<file path="src/rtl/err_inj_rng_arbiter_pkg.sv">
// Shared constants and types for the error-injection random source:
// LFSR geometry, feedback taps, lockup word and the sequencer state encoding.
package err_inj_pkg;

  localparam int LFSR_W = 32;

  // XNOR feedback taps; with XNOR feedback the all-ones word is the lockup state
  localparam int TAP_A = 31;
  localparam int TAP_B = 21;
  localparam int TAP_C = 1;
  localparam int TAP_D = 0;

  localparam logic [LFSR_W-1:0] LFSR_LOCKUP = 32'hFFFF_FFFF;

  typedef enum logic [1:0] {
    ST_IDLE = 2'd0,
    ST_SEED = 2'd1,
    ST_RUN  = 2'd2
  } err_inj_state_t;

endpackage

</file>
<file path="src/rtl/err_inj_rng_arbiter_lfsr.sv">
// 32-bit XNOR Fibonacci LFSR with seed load and step enable.
// A seed equal to the lockup word is replaced by zero so the register can never stick.
module err_inj_lfsr32
  import err_inj_pkg::*;
(
  input  logic              clk,
  input  logic              rst,
  input  logic              load,
  input  logic [LFSR_W-1:0] seed,
  input  logic              adv,
  output logic [LFSR_W-1:0] q
);

  logic [LFSR_W-1:0] q_q;
  logic [LFSR_W-1:0] q_d;

  function automatic logic [LFSR_W-1:0] lfsr_step(input logic [LFSR_W-1:0] s);
    return {s[LFSR_W-2:0], ~^{s[TAP_A], s[TAP_B], s[TAP_C], s[TAP_D]}};
  endfunction

  function automatic logic [LFSR_W-1:0] seed_fix(input logic [LFSR_W-1:0] s);
    return (s == LFSR_LOCKUP) ? '0 : s;
  endfunction

  always_comb begin
    q_d = q_q;
    if (load) begin
      q_d = seed_fix(seed);
    end else if (adv) begin
      q_d = lfsr_step(q_q);
    end
  end

  always_ff @(posedge clk) begin
    if (rst) begin
      q_q <= '0;
    end else begin
      q_q <= q_d;
    end
  end

  assign q = q_q;

endmodule

</file>
<file path="src/rtl/err_inj_rng_arbiter.sv">
// Round-robin arbiter sharing one LFSR among NUM_REQ error-insertion lanes.
// Each grant hands out the current random word and an inject flag (word < threshold).
module err_inj_rng_arbiter
  import err_inj_pkg::*;
#(
  parameter int  NUM_REQ = 4,
  parameter int  CNT_W   = 16,
  localparam int IDX_W   = (NUM_REQ > 1) ? $clog2(NUM_REQ) : 1
) (
  input  logic               clk,
  input  logic               rst,
  input  logic               cfg_enable,
  input  logic               cfg_seed_load,
  input  logic [LFSR_W-1:0]  cfg_seed,
  input  logic [LFSR_W-1:0]  cfg_threshold,
  input  logic [NUM_REQ-1:0] req,
  output logic [NUM_REQ-1:0] gnt,
  output logic               rnd_valid,
  output logic [LFSR_W-1:0]  rnd_data,
  output logic [IDX_W-1:0]   rnd_lane,
  output logic               inject,
  output logic [CNT_W-1:0]   err_count,
  output logic               busy
);

  err_inj_state_t     state_q;
  logic [IDX_W-1:0]   rr_ptr_q;
  logic [NUM_REQ-1:0] gnt_q;
  logic               vld_q;
  logic [LFSR_W-1:0]  data_q;
  logic [IDX_W-1:0]   lane_q;
  logic               inj_q;
  logic [CNT_W-1:0]   cnt_q;
  logic [CNT_W-1:0]   cnt_d;

  logic [LFSR_W-1:0]  lfsr_q;
  logic               lfsr_load;
  logic               grant;
  logic               hit;
  logic               win_found;
  logic [IDX_W-1:0]   win_idx;
  logic [IDX_W-1:0]   rr_next;

  function automatic logic [CNT_W-1:0] sat_inc(input logic [CNT_W-1:0] c);
    return (&c) ? c : c + 1'b1;
  endfunction

  // Search upward from rr_ptr with wrap; first set request wins
  always_comb begin
    logic [IDX_W:0] k;
    win_found = 1'b0;
    win_idx   = '0;
    k         = '0;
    for (int i = 0; i < NUM_REQ; i++) begin
      k = {1'b0, rr_ptr_q} + (IDX_W+1)'(i);
      if (k >= (IDX_W+1)'(NUM_REQ)) begin
        k = k - (IDX_W+1)'(NUM_REQ);
      end
      if (!win_found && req[k[IDX_W-1:0]]) begin
        win_found = 1'b1;
        win_idx   = k[IDX_W-1:0];
      end
    end
  end

  assign rr_next = (win_idx == IDX_W'(NUM_REQ - 1)) ? '0 : win_idx + 1'b1;

  // Seed load and a dropped enable both take priority over handing out a word
  assign grant     = (state_q == ST_RUN) && cfg_enable && !cfg_seed_load && win_found;
  assign hit       = (lfsr_q < cfg_threshold);
  assign lfsr_load = (state_q == ST_SEED);

  always_comb begin
    cnt_d = cnt_q;
    if (state_q == ST_SEED) begin
      cnt_d = '0;
    end else if (grant && hit) begin
      cnt_d = sat_inc(cnt_q);
    end
  end

  err_inj_lfsr32 u_lfsr (
    .clk  (clk),
    .rst  (rst),
    .load (lfsr_load),
    .seed (cfg_seed),
    .adv  (grant),
    .q    (lfsr_q)
  );

  always_ff @(posedge clk) begin
    if (rst) begin
      state_q  <= ST_IDLE;
      rr_ptr_q <= '0;
      gnt_q    <= '0;
      vld_q    <= 1'b0;
      data_q   <= '0;
      lane_q   <= '0;
      inj_q    <= 1'b0;
      cnt_q    <= '0;
    end else begin
      gnt_q <= '0;
      vld_q <= 1'b0;
      inj_q <= 1'b0;
      cnt_q <= cnt_d;

      case (state_q)
        ST_IDLE: begin
          if (cfg_seed_load) begin
            state_q <= ST_SEED;
          end else if (cfg_enable) begin
            state_q <= ST_RUN;
          end
        end
        ST_SEED: begin
          state_q <= cfg_enable ? ST_RUN : ST_IDLE;
        end
        ST_RUN: begin
          if (cfg_seed_load) begin
            state_q <= ST_SEED;
          end else if (!cfg_enable) begin
            state_q <= ST_IDLE;
          end
        end
        default: state_q <= ST_IDLE;
      endcase

      // Word is the pre-advance LFSR value; the LFSR steps on this same edge
      if (grant) begin
        gnt_q    <= {{(NUM_REQ-1){1'b0}}, 1'b1} << win_idx;
        vld_q    <= 1'b1;
        data_q   <= lfsr_q;
        lane_q   <= win_idx;
        inj_q    <= hit;
        rr_ptr_q <= rr_next;
      end
    end
  end

  assign gnt       = gnt_q;
  assign rnd_valid = vld_q;
  assign rnd_data  = data_q;
  assign rnd_lane  = lane_q;
  assign inject    = inj_q;
  assign err_count = cnt_q;
  assign busy      = (state_q != ST_IDLE);

endmodule

</file>
<file path="config.mk">
export PLATFORM = sky130hd
export DESIGN_NAME = err_inj_rng_arbiter
export DESIGN_NICKNAME = d
export VERILOG_FILES = /design/src/rtl/err_inj_rng_arbiter_pkg.sv /design/src/rtl/err_inj_rng_arbiter_lfsr.sv /design/src/rtl/err_inj_rng_arbiter.sv
export SDC_FILE = /design/constraint.sdc
export NUM_CORES = 1
export LEC_CHECK = 0
export ABC_CLOCK_PERIOD_IN_PS = 4100
export CAP_MARGIN = 20
export CORE_MARGIN = 2
export CORE_UTILIZATION = 44
export DETAILED_ROUTE_END_ITERATION = 10
export PLACE_DENSITY_LB_ADDON = 0.25
export SYNTH_ARGS = -nofsm -noshare
export SYNTH_HDL_FRONTEND = slang
export SYNTH_SLANG_ARGS = --single-unit
</file>
<file path="constraint.sdc">
create_clock -name clk -period 4.1 [get_ports clk]
set_clock_uncertainty 0.05 [all_clocks]
set_input_delay 0.41 -clock clk [delete_from_list [all_inputs] [get_ports clk]]
set_output_delay 0.41 -clock clk [all_outputs]
set_load 0.02 [all_outputs]
</file>
==> out/qor.txt <==
Initial DRC Count: 287
Post-synth ARST share: 0%
Final setup viols: 0
root buf cell: clkbuf_8
WP data required: 4.28 ns
post-route cell area: 0.00600 mm^2
vias: 4464
CP top delay family: compound AO/OA/AOI/OAI gates
crit-path max cell delay: 0.67 ns
Via-to-Cell Ratio: 5.71
worst skew pair latency: 0.36 ns
ys flop type: dfxtp_1
ratio of final minimum period to clock period: 77.3%
drt first pass iters: 8
worst rel slew slack: 48.9%
worst vdd ir: 0.185 mV
vias in the first global route: 4050
# hold bufs at CTS: 0
Initial Util: 45.2%
max-cap viol count: 0
core area: 0.00977 mm^2
PwrDens: 296 mW/mm^2
Comb power frac: 12.7%
Layout Utilization: 61.4%
minimum clock period after layout: 3.17 ns
Mapped Nets: 637
Num CTS Buffers: 9
sequential fraction of design power: 52.4%
Netlist cell types: 41
Yosys warning total: 0
worst min path class: register to register
P_int: 0.00134 W
CTS max path bufs: 2
Seq/Total Area, Yosys: 41.7%
CTS tree: yes
row count: 36
PortBufs: 128
worst slew pin tran: 0.748 ns
total net switching power: 0.000439 W
Worst Path Buf+Inv: 3
clock power share: 34.9%
total wire length: 11900 um
setup TNS: 0 ns
DIE AREA: 0.0109 mm^2
Crit-path slowest cell: a2111oi_0
CP Launch Type: input port
Syn-to-layout area delta: 35.8%
initial antenna violation count: 0
clock sinks: 92
Critical Path End Type: register
layout cell share with drive strength beyond 1: 4.47%
CP Class: input port to register
average wire per standard cell: 15.2 um
postcts setup bufs: 0
H-tree levels: 3
status: finished, final reports clean
Avg Inst Size Synth: 8.31 um^2
area occupied by multi-input gates: 0.00232 mm^2
GRT Overall Usage: 21.5%
worst reg2reg path depth: 8
DP HPWL: 8810 um
Lkg Pwr: 2.21 nW
pin count of the biggest net entering global routing: 67
register area: 0.00184 mm^2
first-pass GRT wire length: 19200 um
Reg2Reg Setup Slack: 1.10 ns
RSZ-0062 raised after global routing: no
Arrival @ worst endpoint: 3.35 ns
Post-synth EDFFs: 0
Final ANT Viol Nets: 0
Clock Pin Slew Worst Setup and Hold Paths: 0.09 ns
Critical Path Sink: err_count[8]
crit path from: cfg_threshold[19]
die height: 104 um
Slew Limit Fails: 0
Post-DP Area: 0.00580 mm^2
post-route DRC violation count: 0
sw frac: 24.6%
peak fanout along the critical path: 18
Final Hold Viols: 0
worst r2r src: u_lfsr.q[19]
gpl congestion: 0.876
Mapped Area: 0.00442 mm^2
GRT overflow: 0
die width: 104 um
flops & latches, synth: 92
Syn Inst Count: 532
Fillers: 854
Fmax: 315 MHz
WP depth: 10
Net count, final: 750
CP cell instances: clkdlybuf4s50_1 > inv_1 > ha_1 > nand2_1 > o21a_1 > a2111oi_0 > o31a_1 > buf_4 > or4_1 > a21oi_1
post_cts resized: 0
Ant. Diodes: 0
total I/O pin count: 129
RR Endpoint: err_count[8]
-- Yosys cell counts (all sizes together) (2+ instances only) --
cell type | count | area [um^2]
and3 | 3 | 18.8
o31ai | 12 | 90.1
nor4 | 6 | 37.5
nand2 | 87 | 327
mux2i | 3 | 30.0
a21oi | 67 | 335
o21ai | 5 | 25.0
nand3 | 8 | 40.0
a2111oi | 4 | 53.8
or4 | 12 | 90.1
nand4 | 18 | 113
clkbuf | 28 | 105
and2 | 2 | 12.5
inv | 38 | 143
nand2b | 6 | 37.5
nor3 | 3 | 15.0
nor2 | 44 | 165
or3 | 3 | 18.8
ha | 33 | 413
xnor2 | 3 | 26.3
dfxtp | 92 | 1840
buf | 5 | 22.5
a222oi | 31 | 310
o21a | 3 | 22.5
o211ai | 2 | 15.0
-- layout by cell type, fill, tap and decap left out, types with 6 or more instances in the layout --
cell type and instances:
dfxtp_1 92, a222oi_1 31, nand2b_1 6, inv_1 38
buf_4 7, clkbuf_8 11, clkdlybuf4s50_1 127, a21oi_1 66
or4_1 12, ha_1 33, nand3_1 8, nand4_1 18
nand2_1 87, nor2_1 43, o31ai_1 12
-- kinds of logic after synthesis --
kind of cell             share of synthesized area, %
multiplexers                                    0.679
flip-flops                                       41.7
buffers and inverters                            6.11
adder cells (fa/ha/maj)                          9.34
XOR/XNOR                                        0.595
AND/OR/NAND/NOR                                  20.6
AO/OA/AOI/OAI                                    21.0
-- how the worst min path moves through the flow --
stage,from,cells past startpoint,endpoint
after floorplan,state_q[1],1,state_q[1]
after global placement,rnd_data[31],2,rnd_data[31]
after detailed placement,rnd_data[7],2,rnd_data[7]
after CTS,rnd_data[7],2,rnd_data[7]
after global routing,rnd_data[17],2,rnd_data[17]
final,rnd_data[2],2,rnd_data[2]
-- power groups by stage --
stage          Sequential [W]  Clock (W)  Combinational [W]
3_5_place_dp         0.000952          0           0.000224
2_1_floorplan        0.000948          0           0.000112
3_3_place_gp         0.000952          0           0.000218
4_1_cts              0.000931   0.000637           0.000226
5_1_grt              0.000935   0.000671           0.000249
6_report             0.000932   0.000622           0.000226
-- through the flow --
stage | cells | total power, W | hold slack (ns) | setup WS [ns]
floorplan | 532 | 0.00106 | 0.407 | 1.57
global placement | 766 | 0.00117 | 0.394 | 0.688
detailed placement | 767 | 0.00118 | 0.398 | 0.620
CTS | 782 | 0.00179 | 0.410 | 0.997
global route | 782 | 0.00185 | 0.429 | 0.793
finish | 782 | 0.00178 | 0.408 | 0.930
-- state kept, by name (all words and copies together) (netlist names) --
name / flops
gnt: 4
rr_ptr_q: 2
rnd_valid: 1
u_lfsr.q: 32
rnd_lane: 2
err_count: 16
state_q: 2
inject: 1
rnd_data: 32
-- metal layers --
metal / vias to the layer above / part of all wire (%) / track usage, %
li1: 2162 / - / -
met1: 2084 / 43 / 28.0
met2: 192 / 47 / 34.9
met3: 26 / 7.2 / 4.89
met4: 0 / 2.6 / 8.01
met5: - / 0 / 0
-- layout make-up --
cell class              count  area share, %
multi-input cells         369           38.7
clock buffers              12           2.58
repair buffers            135           22.1
well taps                 133           2.77
flip-flops and latches     92           30.7
inverters                  38           2.38
clock inverters             3          0.771
-- worst reg2reg max path: cells and delay by family (launching register included) --
family | cells | cell delay (ns)
AO/OA/AOI/OAI | 4 | 1.62
flip-flops | 1 | 0.35
adder cells (fa/ha/maj) | 1 | 0.33
buffers and inverters | 1 | 0.30
AND/OR/NAND/NOR | 2 | 0.21
Note: power is estimated with default switching activity, not from simulation.
